`src/rtl/contador_parametrico.sv`:
```
// rtl/contador_parametrico.sv - parametrised up/down/step/load counter with modulo limit and per-slice RCO
module contador_parametrico #(
  parameter int WIDTH = 16,
  parameter int SLICE = 4,
  parameter int STEP  = 3
) (
  input  logic                     clk,
  input  logic                     reset,
  input  logic                     enb,
  input  logic [1:0]               modo,
  input  logic [WIDTH-1:0]         D,
  input  logic [WIDTH-1:0]         limite,
  input  logic                     sat,
  output logic [WIDTH-1:0]         Q,
  output logic [WIDTH/SLICE-1:0]   RCO,
  output logic                     valid
);

  localparam int NS = WIDTH / SLICE;
  localparam logic [WIDTH:0] ONE_EXT  = (WIDTH+1)'(1);
  localparam logic [WIDTH:0] STEP_EXT = (WIDTH+1)'(STEP);

  logic [WIDTH-1:0] q_q, q_d;
  logic [NS-1:0]    rco_q, rco_d;
  logic             valid_q, valid_d;

  // Raw arithmetic is one bit wider so the top slice's carry/borrow is visible
  logic [WIDTH:0]   q_ext, inc_ext, sum, dif;
  logic [WIDTH-1:0] wrap_v;
  logic [NS-1:0]    cy_slice, bw_slice;
  logic             range_evt;

  // Next-state selection: raw add/sub, limit correction and slice carry flags
  always_comb begin
    q_ext   = {1'b0, q_q};
    inc_ext = (modo == 2'b10) ? STEP_EXT : ONE_EXT;
    sum     = q_ext + inc_ext;
    dif     = q_ext - ONE_EXT;
    // Only meaningful when Q <= limite < Q+inc, where the true result is below inc
    wrap_v  = sum[WIDTH-1:0] - limite - WIDTH'(1);
    cy_slice = '0;
    bw_slice = '0;
    // Carry (borrow) into bit k of a+b (a-b) is a[k]^b[k]^result[k]
    for (int i = 0; i < NS; i++) begin
      cy_slice[i] = sum[(i+1)*SLICE] ^ q_ext[(i+1)*SLICE] ^ inc_ext[(i+1)*SLICE];
      bw_slice[i] = dif[(i+1)*SLICE] ^ q_ext[(i+1)*SLICE] ^ ONE_EXT[(i+1)*SLICE];
    end

    q_d       = q_q;
    rco_d     = '0;
    valid_d   = enb;
    range_evt = 1'b0;

    if (enb) begin
      case (modo)
        2'b00, 2'b10: begin
          rco_d = cy_slice;
          if (q_q > limite) begin
            // limite was lowered below the current count
            q_d       = sat ? limite : '0;
            range_evt = 1'b1;
          end else if (sum > {1'b0, limite}) begin
            q_d       = sat ? limite : wrap_v;
            range_evt = 1'b1;
          end else begin
            q_d = sum[WIDTH-1:0];
          end
        end
        2'b01: begin
          rco_d = bw_slice;
          if (q_q > limite) begin
            q_d       = limite;
            range_evt = 1'b1;
          end else if (q_q == '0) begin
            q_d       = sat ? '0 : limite;
            range_evt = 1'b1;
          end else begin
            q_d = dif[WIDTH-1:0];
          end
        end
        default: begin
          // Load is always clamped into range, independent of sat
          q_d = (D <= limite) ? D : limite;
        end
      endcase
      if (range_evt) begin
        rco_d[NS-1] = 1'b1;
      end
    end
  end

  // State registers with synchronous active-high reset
  always_ff @(posedge clk) begin
    if (reset) begin
      q_q     <= '0;
      rco_q   <= '0;
      valid_q <= 1'b0;
    end else begin
      q_q     <= q_d;
      rco_q   <= rco_d;
      valid_q <= valid_d;
    end
  end

  assign Q     = q_q;
  assign RCO   = rco_q;
  assign valid = valid_q;

endmodule
```
`config.mk`:
```
export PLATFORM = sky130hd
export DESIGN_NAME = contador_parametrico
export DESIGN_NICKNAME = d
export VERILOG_FILES = /design/src/rtl/contador_parametrico.sv
export SDC_FILE = /design/constraint.sdc
export NUM_CORES = 1
export LEC_CHECK = 0
export ABC_CLOCK_PERIOD_IN_PS = 12700
export CAP_MARGIN = 20
export CORE_MARGIN = 4
export CORE_UTILIZATION = 42
export CTS_CLUSTER_DIAMETER = 120
export DETAILED_ROUTE_END_ITERATION = 10
export PLACE_DENSITY = 0.68
export SLEW_MARGIN = 20
export SYNTH_ARGS = -nofsm -noshare
export SYNTH_HDL_FRONTEND = slang
export SYNTH_SLANG_ARGS = --single-unit
```
`constraint.sdc`:
```
create_clock -name clk -period 12.7 [get_ports clk]
set_input_delay 3.175 -clock clk [delete_from_list [all_inputs] [get_ports clk]]
set_output_delay 3.175 -clock clk [all_outputs]
set_load 0.005 [all_outputs]
```
# == After elaboration in Yosys (flattened, before gate mapping) ==
# Cells that the tools add are included.
# totals
register_bits,21
in_bits,38
output_inout_bits,21
word_cells,45
# op_classes
add_sub_neg,4
n_lt_le_gt_ge,3
n_eq_ne,2
muxes,18
bitwise,11
n_reduce_logical,4
# op_table
cell,n
16-bit two-way mux,8
16-bit case mux with 2 select lines,1
16-bit by 2-bit adder with 17-bit output,1
17-bit by 16-bit greater-than comparator with 1-bit output,1
16-bit by 1-bit subtractor with 17-bit output (second input constant),1
16-bit greater-than comparator,1
16-bit <= comparator,1
16-bit zero test,1
16-bit by 1-bit subtractor with 16-bit output (second input constant),1
16-bit subtractor,1
4-bit case mux with 2 select lines,1
1-bit two-way mux,6
1-bit bitwise XOR,6
2-bit OR reduction,2
1-bit bitwise XOR (second input constant),4
2-bit by 1-bit == test with 1-bit output (second input constant),1
2-bit == test (second input constant),1
2-bit zero test,1
2-bit two-way mux,1
1-bit case mux with 2 select lines,1
1-bit inverter,1

# == Longest topological paths before layout ==
# Gate-level depths: netlist of run 1.
# depth
ltp_word,9
depth_mapped,19
mapped_depth_nobuf,15

# == Worst setup path before layout of run 1 ==
# OpenSTA, ideal clock, no wires.
# synth_timing
kind,input-to-reg
from,in modo[0]
to,"reg q_q[3], in the netlist Q[3]"
setup_time_ns,0.086
arrival_time_ns,6.940
required_time_ns,12.614
setup_slack_ns,5.674
cell_stages,17
path_buffers,3
cell_sequence,clkbuf_1 > buf_1 > nor2b_1 > fa_1 > nand2_1 > nor3_1 > and3_1 > xor2_1 > ha_1 > clkbuf_2 > nand4_1 > or4_1 > a21oi_1 > o21a_1 > o21ai_0 > a211o_1 > a211oi_1
# synth_between
elab_chain_cells,9
elab_cells_between_ends,13
cone_classes,add/sub (3); order compare (1); eq/ne (2); mux (5); reduce/logical (2)
# synth_lines
item,line,rtl
start: declaration,10,"input logic [1:0] modo,"
2-bit == test,"36, 55",
2-bit two-way mux,36,inc_ext = (modo == 2'b10) ? STEP_EXT : ONE_EXT;
16-bit by 2-bit adder with 17-bit output,37,sum = q_ext + inc_ext;
16-bit subtractor,40,wrap_v = sum[WIDTH-1:0] - limite - WIDTH'(1);
16-bit by 1-bit subtractor with 16-bit output,40,
16-bit two-way mux,63,q_d = sat ? limite : wrap_v;
16-bit two-way mux,62,"end else if (sum > {1'b0, limite}) begin"
16-bit two-way mux,58,if (q_q > limite) begin
16-bit case mux with 2 select lines *,55,case (modo)
end signal: assignment,99,q_q <= q_d;
end: declaration,23,"logic [WIDTH-1:0] q_q, q_d;"
# Mark *: on every way between the ends. The rest lies on a longest branch, timed or not.
# A chain may end at the register's enable or synchronous reset.

# == Worst setup path after layout of run 1 ==
# layout_timing
from,in modo[0]
to,"reg q_q[13], in the netlist Q[13]"
# The elaborated chain is that of the path after synthesis.

==> results of run 1 <==
==> flip-flops by register name, indices dropped and copies added, names as in the netlist <==
| name | flops |
|---|---|
| valid | 1 |
| Q | 16 |
| RCO | 4 |
==> layout make-up <==
type	instances	area, sq um
sequential	21	420
timing repair buffer	63	618
tap	108	135
clock inverter	1	5.00
fill	897	4300
inverter	36	135
clock buffer	3	41.3
multi-input combinational	461	3150
==> metrics by stage <==
| step | power (mW) | util (%) |
|---|---|---|
| CTS | 0.384 | 51.1 |
| detailed placement | 0.338 | 50.6 |
| floorplan | 0.257 | - |
| global route | 0.419 | 51.1 |
| finish | 0.390 | 51.1 |
| global placement | 0.334 | 50.6 |
==> worst min-delay path, delay by kind of cell (launching register included) <==
family,cells,cell delay (ns)
flops,1,0.41
simple gates,1,0.12
compound gates,1,0.05
==> worst max-delay path by stage <==
| stage | from | endpoint | slack, ns | depth (start not counted) |
|---|---|---|---|---|
| 2_1_floorplan | modo[0] | Q[3] | 5.67 | 17 |
| 3_3_place_gp | modo[0] | Q[13] | 4.68 | 16 |
| 3_5_place_dp | modo[0] | Q[13] | 4.53 | 16 |
| 4_1_cts | modo[0] | Q[13] | 4.81 | 16 |
| 5_1_grt | modo[0] | Q[13] | 4.28 | 16 |
| 6_report | modo[0] | Q[13] | 4.68 | 16 |
==> logic make-up (layout without fill, tap and decap cells) <==
logic type	Yosys count	after routing	share of synthesized area, %
fa+ha+maj	53	53	17.7
xor+xnor	34	34	7.78
mux	5	5	1.34
simple gates	189	189	23.0
flops	21	21	11.0
compound gates	180	180	32.2
buf+inv	68	103	6.96
==> per-layer routing <==
metal,GRT usage [%],vias to the layer above
met5,0,-
met4,7.47,0
met3,3.69,39
met2,42.5,239
met1,35.6,2015
li1,-,2136
==> placed cells by master, fill, tap and decap left out, types with 9 or more instances in the layout <==
cell type | netlist | final
dfxtp_1 | 21 | 21
nand3_1 | 20 | 20
a211oi_1 | 14 | 14
nor3_1 | 16 | 16
ha_1 | 51 | 51
xnor2_1 | 20 | 20
clkdlybuf4s50_1 | 0 | 58
o21ai_0 | 26 | 26
or3_1 | 9 | 9
nand4_1 | 11 | 11
inv_1 | 35 | 35
a21oi_1 | 46 | 46
nor2_1 | 63 | 63
xor2_1 | 14 | 14
nand2_1 | 43 | 43
o221ai_1 | 10 | 10
o211ai_1 | 11 | 11
==> power by group through the flow <==
stage | logic [mW] | clock network [mW] | registers (mW)
floorplan | 0.176 | 0 | 0.0817
global placement | 0.239 | 0 | 0.0948
detailed placement | 0.243 | 0 | 0.0951
CTS | 0.244 | 0.0469 | 0.0935
global route | 0.274 | 0.0493 | 0.0960
finish | 0.248 | 0.0479 | 0.0946
==> results.toml, run 1 <==
[synthesis]
ys_warn_count = 0
ys_seq_area_share_pct = 11.0
synth_cell_type_count = 63
avgSynthCellArea_sq_um = 6.96
yosys_register_bits = 21
async_reset_ff_share_pct = 0
syn_area_sq_um = 3830
synth_edf_count = 0
synth_nets = 641
syn_inst = 550
synth_top_area_share_pct = 16.7
synth_ff_type = "dfxtp_1"
yosysMostFrequentCell = "nor2_1"
synth_common_cells = "nor2_1, ha_1, a21oi_1"
synthTopCellsByArea = "ha_1, dfxtp_1, nor2_1"
yosysTopAreaCell = "ha_1"

[timing]
fin_hold_ws_ns = 0.631
finClkSkew_ns = 0.00434
maxSlewHeadroom_pct = 24.7
rsz0062_at_grt = "false"
worstMarginPinSlew_ns = 1.12
setup_viol_count_final = 0
hold_viol = 0
slew_viol_final = 0
fin_crit_ns = 8.02
fmax_mhz = 125
fin_ws_ns = 4.68
min_period_over_period_pct = 63.1
finalSetupTns_ns = 0

[hold_path]
min_path_type = "reg2reg"
whs_path_depth = 2
hp-start = "Q[6]"
holdPathEnd = "Q[6]"

[cells_and_area]
stdcell_count = 693
fin_nets = 677
n_antenna_cell = 0
fin_area_sq_um = 4500
area.growth.synth_to_final_pct = 17.6
drive_above_1_share_pct = 2.91

[clock_tree]
cts_buffers = 3
clock-sinks = 21
cts-resized-gates = 0
clockBufferDepth = 2
cts-root-buf = "clkbuf_8"
ctsHtreeMaxLevel = 1
clkTransAtPathRegs_ns = 0.09
clock_latency_ns = 0.27
cts_tree = "done"
postCtsHoldBufs = 0
postCtsSetupRepairBufs = 0

[worst_setup_path]
crit_type = "in2reg"
critPathTopFamily = "simple AND/OR/NAND/NOR gates"
crit_path_max_incr_delay_ns = 0.91
cp_common_cell = "nor3_1"
r2r-start = "Q[0]"
regToRegEndpoint = "Q[13]"
start_kind = "primary input"
r2r_cells = 14
path_max_fanout = 19
cp.required_ns = 12.82
slowest_stage = "o211ai_1"
cp.buffers_inverters = 1
end_kind = "register"
critPathArrivalTime_ns = 8.14
r2r_setup_slack_ns = 7.97
path_cells = "clkdlybuf4s50_1 > nor2b_1 > fa_1 > nand2_1 > nor3_1 > and3_1 > xor2_1 > ha_1 > nand4_1 > or3_1 > a31oi_1 > nor3_1 > o211ai_1 > mux2_2 > o21ai_0 > a211oi_1"

[detailed_routing]
viasPerCell = 6.39
wl_met1_mm = 5.88
maxUsedRoutingLayer = "met4"
detail_route.wl_per_cell_um = 20.1
wl_mm = 13.9
via_count = 4429
route.met2.wl_mm = 6.25
postRouteAntennaNets = 0
met3WireLength_mm = 1.38
drt_iter0_drc = 490
dr.pass1.iters = 5
route.detailed.drc = 0

[placed_design]
placed_area_sq_um = 4460
pre_cts_ws_ns = 4.53
dp.cells = 689
dp_hpwl_mm = 11.2
io_buffers = 58
place.gp.congestion = 0.911

[pwr]
pwr-share-comb_pct = 63.5
p_int_mw = 0.201
leakagePower_nw = 1.85
p_sw_mw = 0.190
swShare_pct = 48.6
clock_power_share_pct = 12.3
ir_worst_vdd_v = 0.0000343
power_density_nw_per_um2 = 86.7
seqPwrFrac_pct = 24.2

[global_route]
grt_pass1_wl_mm = 21.8
grt_overflow = 0
grt_pass1_vias = 4128
grt.total_usage_pct = 26.0
grt_start_max_net_pins = 33
antenna_found_initial = 0

[floorplanning]
ios = 59
placementRows = 34
start_util_pct = 43.5
dieArea_sq_um = 10700
chipWidth_um = 103
core-area_sq_um = 8810
fp.dieH_um = 103

[run_status]
status = "complete, no violations"

[flow_run]
drv_cap = 0
Note: power is estimated with default switching activity, not from simulation.
==> run 2: changes to the inputs <==
--- a/config.mk
+++ b/config.mk
@@ -5,7 +5,7 @@
 export SDC_FILE = /design/constraint.sdc
 export NUM_CORES = 1
 export LEC_CHECK = 0
-export ABC_CLOCK_PERIOD_IN_PS = 12700
+export ABC_CLOCK_PERIOD_IN_PS = 7790
 export CAP_MARGIN = 20
 export CORE_MARGIN = 4
 export CORE_UTILIZATION = 42
==> constraint.sdc (replaced) <==
create_clock -name clk -period 7.79 [get_ports clk]
set_input_delay 1.9475 -clock clk [delete_from_list [all_inputs] [get_ports clk]]
set_output_delay 1.9475 -clock clk [all_outputs]
set_load 0.005 [all_outputs]
==> results.toml, run 2 (synthesis gave the netlist of run 1 again) <==
[run_status]
status = "complete, no violations"

[floorplanning]
start_util_pct = 43.5
chipWidth_um = 103
core-area_sq_um = 8810
dieArea_sq_um = 10700
ios = 59
fp.dieH_um = 103
placementRows = 34

[worst_setup_path]
path_max_fanout = 19
cp.required_ns = 7.91
end_kind = "register"
crit_type = "in2reg"
start_kind = "primary input"
critPathArrivalTime_ns = 6.52

[detailed_routing]
postRouteAntennaNets = 0
wl_mm = 14.0
viasPerCell = 6.34
via_count = 4403
drt_iter0_drc = 404
detail_route.wl_per_cell_um = 20.2
route.detailed.drc = 0
dr.pass1.iters = 8

[cells_and_area]
largest_register_ffs = 16
stdcell_count = 694
layout_common_cells = "nor2_1, clkdlybuf4s50_1, ha_1"
fin_nets = 678
mostFrequentLayoutCell = "nor2_1"
n_antenna_cell = 0
area.growth.synth_to_final_pct = 17.6
drive_above_1_share_pct = 3.24
regMostFlops = "Q"
fillers = 876
fin_area_sq_um = 4500

[pwr]
p_int_mw = 0.328
finalPower_mw = 0.639
ir_worst_vdd_v = 0.0000551
clock_power_share_pct = 12.7
swShare_pct = 48.7
leakagePower_nw = 1.86
power_density_nw_per_um2 = 142
pwr-share-comb_pct = 63.3
p_sw_mw = 0.311
seqPwrFrac_pct = 24.0

[clock_tree]
clock_latency_ns = 0.27
cts_tree = "done"
cts-root-buf = "clkbuf_8"
clockBufferDepth = 2
ctsHtreeMaxLevel = 1
cts-resized-gates = 0
clkTransAtPathRegs_ns = 0.09
clock-sinks = 21
postCtsHoldBufs = 0
postCtsSetupRepairBufs = 0
cts_buffers = 3

[placed_design]
dp.cells = 690
io_buffers = 58
dp_hpwl_mm = 11.2
placed_area_sq_um = 4460
place.gp.congestion = 0.938

[timing]
finClkSkew_ns = 0.00451
worstMarginPinSlew_ns = 1.06
maxSlewHeadroom_pct = 28.8
min_period_over_period_pct = 82.1
hold_viol = 0
slew_viol_final = 0
setup_viol_count_final = 0
fin_hold_ws_ns = 0.655
finalSetupTns_ns = 0
rsz0062_at_grt = "false"
fin_crit_ns = 6.40
fmax_mhz = 156

[global_route]
grt_pass1_vias = 3965
grt.total_usage_pct = 26.3
grt_overflow = 0
gr-usage-met1_pct = 37.2
antenna_found_initial = 0
grt_pass1_wl_mm = 21.8
grt_start_max_net_pins = 33
top_usage_layer = "met2"
gr-usage-met3_pct = 2.21
grt.met2_usage_pct = 42.7

[flow_run]
drv_cap = 0

[hold_path]
min_path_type = "reg2reg"
run 2: final cells by class:
cell class	instances	area, sq um	share of cell area, %
clock buffers	3	41.3	0.917
multi-input cells	461	3150	69.9
repair buffers	64	621	13.8
flip-flops and latches	21	420	9.33
clock inverters	1	5.00	0.111
well taps	108	135	3.00
inverters	36	135	3.00
run 2: worst paths after layout:
kind            from    end  slack, ns  cells past startpoint
max          modo[0]  Q[13]       1.39                     17
min            Q[14]  Q[14]       0.65                      2
max reg2reg     Q[2]  Q[13]       3.17                     15
min reg2reg    Q[14]  Q[14]       0.65                      2
run 2: per-stage QoR:
step	util [%]	setup WS [ns]
2_1_floorplan	-	1.99
4_1_cts	51.2	1.41
6_report	51.2	1.39
3_5_place_dp	50.7	1.12
3_3_place_gp	50.7	1.25
5_1_grt	51.2	0.921
run 2: per-layer routing:
metal / part of all wire [%] / wire [um] / vias to the layer above
met5: 0 / 0 / -
met4: 3.0 / 416 / 0
met3: 8.1 / 1130 / 31
met2: 45 / 6280 / 214
met1: 44 / 6170 / 2027
li1: - / - / 2131
run 2: power groups by stage:
stage               Combinational [mW]  Clock, mW  Sequential [mW]
CTS                              0.399     0.0805            0.151
global placement                 0.390          0            0.154
finish                           0.404     0.0814            0.153
detailed placement               0.397          0            0.154
global route                     0.447     0.0837            0.155
floorplan                        0.286          0            0.133
run 2: critical path, stage by stage:
cell,delay [ns]
clkdlybuf4s50_1,0.40
buf_4,0.20
nor2b_1,0.20
fa_1,0.29
nand2_1,0.07
nor3_1,0.30
and3_1,0.22
xor2_1,0.24
ha_1,0.29
nand4_1,0.21
or3_1,0.38
a31oi_1,0.14
nor3_1,0.10
o211ai_1,0.86
mux2_2,0.41
o21ai_0,0.15
a211oi_1,0.09
